`config.mk`:
```
export PLATFORM = sky130hd
export DESIGN_NAME = bridge_dataslot_target_reader
export DESIGN_NICKNAME = d
export VERILOG_FILES = /design/src/rtl/bridge_dataslot_target_reader.sv
export SDC_FILE = /design/constraint.sdc
export NUM_CORES = 1
export LEC_CHECK = 0
export BUFFER_PORTS_ARGS = -buffer_cell sky130_fd_sc_hd__clkbuf_2
export CORE_MARGIN = 4
export CORE_UTILIZATION = 45
export DETAILED_ROUTE_END_ITERATION = 6
export PLACE_DENSITY = 0.8
export SYNTH_ARGS = -nofsm -noshare
export SYNTH_HDL_FRONTEND = slang
export SYNTH_SLANG_ARGS = --single-unit
```
`constraint.sdc`:
```
create_clock -name clk_i -period 11.82 [get_ports clk_i]
set_input_delay 1.773 -clock clk_i [delete_from_list [all_inputs] [get_ports clk_i]]
set_output_delay 1.773 -clock clk_i [all_outputs]
set_load 0.01 [all_outputs]
```
`src/rtl/bridge_dataslot_target_reader.sv`:
```
// Core-side initiator for the APF target_dataslot_read command: latches one request, issues it
// to the bridge target-command registers and reports the host's result. Optional watchdog:
// DATASLOT_READER_TIMEOUT_EN.
module bridge_dataslot_target_reader #(
  parameter int unsigned TIMEOUT_CYCLES = 32'd100_000_000
) (
  input  logic        clk_i,
  input  logic        reset_i,
  input  logic        req_valid_i,
  output logic        req_ready_o,
  input  logic [15:0] req_slot_id_i,
  input  logic [31:0] req_slot_offset_i,
  input  logic [31:0] req_bridge_addr_i,
  input  logic [31:0] req_length_i,
  output logic [15:0] target_cmd_o,
  output logic [31:0] target_param0_o,
  output logic [31:0] target_param1_o,
  output logic [31:0] target_param2_o,
  output logic [31:0] target_param3_o,
  output logic        target_trig_o,
  input  logic        target_ack_i,
  input  logic        target_done_i,
  input  logic [3:0]  target_result_i,
  output logic        busy_o,
  output logic        rsp_valid_o,
  output logic [3:0]  rsp_result_o
);

  typedef enum logic [2:0] {StIdle, StTrig, StWaitAck, StWaitDone, StResp} state_e;

  localparam logic [15:0] CmdDataslotRead = 16'h0180;
  localparam logic [3:0]  ResultTimeout   = 4'hF;

  state_e      state_q, state_d;
  logic [15:0] slot_id_q, slot_id_d;
  logic [31:0] offset_q, offset_d;
  logic [31:0] addr_q, addr_d;
  logic [31:0] length_q, length_d;
  logic [3:0]  rsp_result_q, rsp_result_d;
  logic        timeout_hit;

`ifdef DATASLOT_READER_TIMEOUT_EN
  logic [31:0] cnt_q, cnt_d;

  // Fires on the edge where the count would reach TIMEOUT_CYCLES, so RESP lands
  // TIMEOUT_CYCLES + 1 cycles after the trigger cycle.
  assign timeout_hit = (state_q == StWaitAck || state_q == StWaitDone) &&
                       (cnt_q == TIMEOUT_CYCLES - 32'd1);

  always_comb begin
    cnt_d = cnt_q;
    if (state_q == StTrig) begin
      cnt_d = '0;
    end else if (state_q == StWaitAck || state_q == StWaitDone) begin
      cnt_d = cnt_q + 32'd1;
    end
  end

  always_ff @(posedge clk_i or posedge reset_i) begin
    if (reset_i) begin
      cnt_q <= '0;
    end else begin
      cnt_q <= cnt_d;
    end
  end
`else
  logic unused_timeout_cycles;
  assign unused_timeout_cycles = ^TIMEOUT_CYCLES;
  assign timeout_hit = 1'b0;
`endif

  always_comb begin
    state_d      = state_q;
    slot_id_d    = slot_id_q;
    offset_d     = offset_q;
    addr_d       = addr_q;
    length_d     = length_q;
    rsp_result_d = rsp_result_q;
    case (state_q)
      StIdle: begin
        if (req_valid_i) begin
          slot_id_d = req_slot_id_i;
          offset_d  = req_slot_offset_i;
          addr_d    = req_bridge_addr_i;
          length_d  = req_length_i;
          state_d   = StTrig;
        end
      end
      StTrig: state_d = StWaitAck;
      StWaitAck: begin
        // A done without ack is not trusted; only a joint ack+done shortcuts to RESP.
        if (target_ack_i && target_done_i) begin
          rsp_result_d = target_result_i;
          state_d      = StResp;
        end else if (target_ack_i) begin
          state_d = StWaitDone;
        end else if (timeout_hit) begin
          rsp_result_d = ResultTimeout;
          state_d      = StResp;
        end
      end
      StWaitDone: begin
        if (target_done_i) begin
          rsp_result_d = target_result_i;
          state_d      = StResp;
        end else if (timeout_hit) begin
          rsp_result_d = ResultTimeout;
          state_d      = StResp;
        end
      end
      StResp:  state_d = StIdle;
      default: state_d = StIdle;
    endcase
  end

  always_ff @(posedge clk_i or posedge reset_i) begin
    if (reset_i) begin
      state_q      <= StIdle;
      slot_id_q    <= '0;
      offset_q     <= '0;
      addr_q       <= '0;
      length_q     <= '0;
      rsp_result_q <= '0;
    end else begin
      state_q      <= state_d;
      slot_id_q    <= slot_id_d;
      offset_q     <= offset_d;
      addr_q       <= addr_d;
      length_q     <= length_d;
      rsp_result_q <= rsp_result_d;
    end
  end

  assign req_ready_o     = (state_q == StIdle) && !reset_i;
  assign busy_o          = (state_q != StIdle);
  assign target_cmd_o    = busy_o ? CmdDataslotRead : 16'h0000;
  assign target_trig_o   = (state_q == StTrig);
  assign rsp_valid_o     = (state_q == StResp);
  assign rsp_result_o    = rsp_result_q;
  assign target_param0_o = {16'h0000, slot_id_q};
  assign target_param1_o = offset_q;
  assign target_param2_o = addr_q;
  assign target_param3_o = length_q;

endmodule

```
==> results.json, run 1 <==
{
  "period_share_pct": 32.95,
  "cts_resized": 0,
  "final_nets": 666,
  "cts-root-buf": "clkbuf_16",
  "dr.pass1.iters": 4,
  "initial_core_util_pct": 46.60,
  "slowest_stage": "buf_4",
  "relSlewSlack_pct": 23.69,
  "crit_path_start": "req_valid_i",
  "fin_crit_ps": 3894,
  "vdd_drop_max_mv": 0.1859,
  "critPathMaxFanout": 64,
  "clk_pin_slew_worst_paths_ps": 50,
  "die_area_um2": 13200,
  "syn2layout_area_growth_pct": 33.28,
  "first_global_vias": 3571,
  "hpwl_um": 8695,
  "max_stage_delay_ps": 950,
  "register_area_um2": 2978,
  "r2r_setup_slack_ps": 8610,
  "ys_seq_area_share_pct": 57.94,
  "yosys.area.top_type": "dfrtp_1",
  "grt_antenna_before_repair": 0,
  "critPathCaptureType": "flop",
  "hold_path_class": "reg2reg",
  "n_antenna_cell": 0,
  "start_kind": "input port",
  "ys_types": 17,
  "power_leakage_nw": 3.600,
  "synth_top_area_share_pct": 57.94,
  "gp_congestion": 0.7713,
  "rows": 38,
  "cts_buffers": 17,
  "wl_um": 11910,
  "clk_latency_ps": 410,
  "rsz0062_at_grt": "false",
  "clock_sinks": 119,
  "core_um2": 11030,
  "synth_area_per_cell_um2": 17.31,
  "worstMarginPinSlew_ps": 1145,
  "hold_viol": 0,
  "outcome": "finished clean",
  "overflow": 0,
  "cts.hold.buffers_added": 0,
  "worst_hold_slack_ps": 507.2,
  "path_cells": "clkbuf_2 > inv_1 > nor2_8 > buf_4 > mux2_2",
  "multi_input_area_um2": 1821,
  "via_count": 3245,
  "arrival_ps": 4190,
  "hold_start": "target_param2_o[10]",
  "synthXorXnorAreaFrac_pct": 0,
  "postCtsSetupRepairBufs": 0,
  "setup_violations": 0,
  "drt_iter0_markers": 164,
  "ant_nets": 0,
  "routedWlPerCell_um": 17.06,
  "numPortBuffers": 242,
  "clock_skew_ps": 6.178,
  "fill_cells": 862,
  "grt_first_pass_wirelength_um": 18020,
  "required_ps": 12110,
  "synth_edf_count": 0,
  "synth_fa_ha_area_share_pct": 0,
  "max_cap_violations": 0,
  "worstReg2RegStart": "state_q[0]",
  "htreeDepth": 4,
  "grt_max_degree": 72,
  "mappedNetlistArea_um2": 5140,
  "io_pins": 273,
  "synth_flop_cell": "dfrtp_1",
  "synth_top_family_by_area": "multiplexers",
  "yosys.area_share.simple_pct": 1.582,
  "clock_path_buffers": 2,
  "vias_per_cell": 4.649,
  "syn-instance-count": 297,
  "critical_path_class": "in2reg",
  "synth_compound_area_share_pct": 0.3895,
  "drive_gt1_share_pct": 71.15,
  "grt_usage_pct": 17.76,
  "die_w_um": 114.9,
  "synthTopCellsByArea": "dfrtp_1, mux2_4, mux2_2, buf_4, buf_12",
  "synth_warnings": 0,
  "max_freq_ghz": 0.2568,
  "setup_tns_ps": 0,
  "muxShareOfSynthArea_pct": 31.26,
  "die_h_um": 114.9,
  "power.density_nw_per_um2": 311.1,
  "async_flop_share_pct": 100.0,
  "final-max-slew-violation-count": 0,
  "cts_tree": "done",
  "ys_ff_latch": 119,
  "drcViolationCount": 0,
  "synth_common_cells": "dfrtp_1, mux2_4, mux2_2",
  "yosysMostFrequentCell": "dfrtp_1"
}
## final cells by class
type / instances / area share (%)
tap: 140 / 2.557
multi-input combinational: 161 / 26.58
sequential: 119 / 43.47
inverter: 2 / 0.1461
clock inverter: 12 / 2.539
clock buffer: 20 / 6.813
timing repair buffer: 244 / 17.90
## cells in the final DEF (no fill, tap or decap)
cell type	instances
a21oi_1	2
and2_1	1
buf_4	2
bufinv_16	4
clkbuf_16	17
clkbuf_2	242
clkbuf_8	3
clkinv_2	3
clkinv_4	1
clkinvlp_4	4
conb_1	30
dfrtp_1	119
inv_1	1
inv_4	1
mux2_2	36
mux2_4	80
nand2_1	2
nand2b_1	1
nor2_1	3
nor2_8	1
nor3b_2	1
o21ai_0	2
or2_2	1
or3_4	1
## worst max-delay path, delay by kind of cell
| family | cells | cell delay [ps] |
|---|---|---|
| multiplexers | 1 | 420 |
| AND/OR/NAND/NOR | 1 | 700 |
| buffers and inverters | 3 | 1120 |
## worst paths after layout
| check | to | cells after the start |
|---|---|---|
| setup / recovery | target_param3_o[4] | 5 |
| hold / removal | target_param2_o[10] | 1 |
| setup reg to reg | target_param3_o[4] | 4 |
| hold reg to reg | target_param2_o[10] | 1 |
| max in group asynchronous | slot_id_q[8] | 3 |
| min in group asynchronous | target_param3_o[1] | 2 |
## where the power goes
| group | switching [W] | leakage (nW) | internal [W] |
|---|---|---|---|
| Clock | 0.000185 | 0.304 | 0.000368 |
| Combinational | 0.000359 | 1.89 | 0.000472 |
| Sequential | 0.000128 | 1.40 | 0.000619 |
## flip-flops by register name, summed over array words and instances (netlist names)
name,cells
target_param2_o,32
target_param1_o,32
slot_id_q,16
state_q,3
target_param3_o,32
rsp_result_o,4
## logic make-up after synthesis
| group | count (synthesis) |
|---|---|
| compound gates | 4 |
| buf+inv | 46 |
| simple gates | 11 |
| other cells | 1 |
| flops | 119 |
| mux | 116 |
## layer usage
layer  track usage (%)  part of all wire (%)
met5                 0                     0
met4             8.842                   2.1
met3             7.316                   9.5
met2             30.67                    52
met1             18.63                    37
## per-stage QoR
step	instances	instance area (µm²)	setup WS (ps)	total power, W	utilization, %
after floorplan	326	5249	6890	0.001321	-
after global placement	666	6210	7578	0.001559	56.30
after detailed placement	666	6210	7532	0.001592	56.30
after CTS	698	6850	7925	0.002161	62.10
after global routing	698	6850	7866	0.002248	62.10
final	698	6850	7926	0.002131	62.10
Power figures use the tool's default switching activity.
==> inputs of run 2 (changes only) <==
- ABC_AREA: unset -> 1
- CORE_UTILIZATION: 45 -> 41
- PLACE_DENSITY: 0.8 -> 0.77
- clock period: 11.82 -> 3.45 ns (I/O delays scaled with it)
==> results.json, run 2 <==
{
  "cts_tree": "done",
  "setup_tns_ps": 0,
  "ys_ff_latch": 119,
  "via_count": 4123,
  "required_ps": 2930,
  "vdd_drop_max_mv": 0.5759,
  "synth_warnings": 0,
  "crit_path_start": "state_q[0]",
  "grt_first_pass_wirelength_um": 19350,
  "clk_latency_ps": 400,
  "cts_resized": 0,
  "drt_iter0_markers": 154,
  "final_area_um2": 6889,
  "syn2layout_area_growth_pct": 31.75,
  "drive_gt1_share_pct": 40.35,
  "reg2reg_depth": 5,
  "die_h_um": 120.9,
  "critPathMaxFanout": 5,
  "ant_nets": 0,
  "cts.hold.buffers_added": 0,
  "core_um2": 12260,
  "grt_max_degree": 127,
  "clk_pin_slew_worst_paths_ps": 50,
  "die_area_um2": 14620,
  "clock_sinks": 119,
  "gp_congestion": 0.7488,
  "max_cap_violations": 0,
  "rr_endpoint": "target_param2_o[7]",
  "hpwl_um": 9118,
  "postCtsSetupRepairBufs": 0,
  "synthTopCellsByArea": "dfrtp_1, nand2_1, inv_1, o21ai_2, o21ai_1",
  "n_antenna_cell": 0,
  "worstMarginPinSlew_ps": 787.1,
  "fin_total_pwr_w": 0.006358,
  "die_w_um": 120.9,
  "numPortBuffers": 242,
  "final_cell_mix": "clkbuf_2, nand2_1, dfrtp_1",
  "cts_buffers": 17,
  "power.density_nw_per_um2": 922.9,
  "mappedNetlistArea_um2": 5229,
  "ys_seq_area_share_pct": 56.95,
  "critical_path_class": "reg2out",
  "arrival_ps": 1420,
  "relSlewSlack_pct": 47.42,
  "clock_path_buffers": 2,
  "routedWlPerCell_um": 12.55,
  "hold_path_class": "in2async",
  "power_leakage_nw": 4.110,
  "grt_usage_pct": 16.78,
  "fin_crit_ps": 1939,
  "htreeDepth": 4,
  "yosys.area.top_type": "dfrtp_1",
  "syn-instance-count": 552,
  "rsz0062_at_grt": "false",
  "overflow": 0,
  "worstReg2RegStart": "state_q[0]",
  "drcViolationCount": 0,
  "hold_viol": 0,
  "clock_skew_ps": 4.861,
  "synth_area_per_cell_um2": 9.472,
  "io_pins": 273,
  "async_flop_share_pct": 100.0,
  "yosysMostFrequentCell": "nand2_1",
  "cts-root-buf": "clkbuf_16",
  "synth_flop_cell": "dfrtp_1",
  "start_kind": "flop",
  "critPathCaptureType": "output pin",
  "rows": 40,
  "synth_common_cells": "nand2_1, dfrtp_1, inv_1",
  "grt_antenna_before_repair": 0,
  "final-max-slew-violation-count": 0,
  "final_nets": 911,
  "fill_cells": 1140,
  "setup_violations": 0,
  "worst_hold_slack_ps": 263.3,
  "vias_per_cell": 4.246,
  "r2r_setup_slack_ps": 1940,
  "initial_core_util_pct": 42.64,
  "wl_um": 12190,
  "dr.pass1.iters": 4,
  "ys_types": 18,
  "max_freq_ghz": 0.5156,
  "synth_top_area_share_pct": 56.95,
  "period_share_pct": 56.22,
  "synth_edf_count": 0,
  "place_area_um2": 6364,
  "layout_commonest_cell": "clkbuf_2",
  "outcome": "finished clean",
  "first_global_vias": 3974
}
==> run 2: cell types whose count changed in the layout (fill, tap and decap cells not counted), moves of 4 or more <==
cell	previous run	this run
mux2_4	80	0
bufinv_16	4	0
nand2_1	2	130
inv_1	1	117
o21ai_1	0	60
clkbuf_1	0	8
o21ai_2	0	50
mux2_2	36	0
==> run 2: how the worst max path moves through the flow <==
stage,endpoint,depth (start not counted)
after floorplan,rsp_result_o[0],1
after global placement,target_param2_o[17],3
after detailed placement,target_param2_o[17],3
after CTS,req_ready_o,4
after global routing,req_ready_o,4
final,req_ready_o,4
==> run 2: kinds of logic after synthesis <==
kind of cell / synth area share, %
flops: 56.95
compound gates: 14.84
other cells: 0.07172
simple gates: 10.74
buf+inv: 17.40
==> run 2: layout make-up <==
type | instances | area, µm² | area share (%)
tap | 168 | 210.2 | 3.051
timing repair buffer | 246 | 1279 | 18.56
inverter | 118 | 446.7 | 6.484
clock buffer | 29 | 510.5 | 7.410
sequential | 119 | 2978 | 43.23
multi-input combinational | 288 | 1450 | 21.05
clock inverter | 3 | 15.01 | 0.2179
==> run 2: per-stage QoR <==
| stage | std cells | setup WS, ps | util [%] |
|---|---|---|---|
| CTS | 971 | 1484 | 56.18 |
| floorplan | 581 | 1477 | - |
| global route | 971 | 1400 | 56.18 |
| global placement | 939 | 1925 | 51.90 |
| finish | 971 | 1511 | 56.18 |
| detailed placement | 939 | 1896 | 51.90 |
==> run 2: power by group <==
part | internal [W] | total [W] | switching [W]
Clock | 0.000990 | 0.00155 | 0.000561
Sequential | 0.00206 | 0.00244 | 0.000382
Combinational | 0.000950 | 0.00237 | 0.00142
Total | 0.00400 | 0.00636 | 0.00236
==> run 2: worst max-delay path, cell delays in order, from the launching register on <==
cell and delay, ps:
dfrtp_1 460, nor2_4 180, nand2_1 130, nor2_1 110
clkbuf_2 140
==> run 2: layer usage <==
metal	global-route usage, %	part of all wire (%)
met1	20.05	40
met2	27.47	48
met3	6.667	10
met4	5.949	1.3
met5	0	0
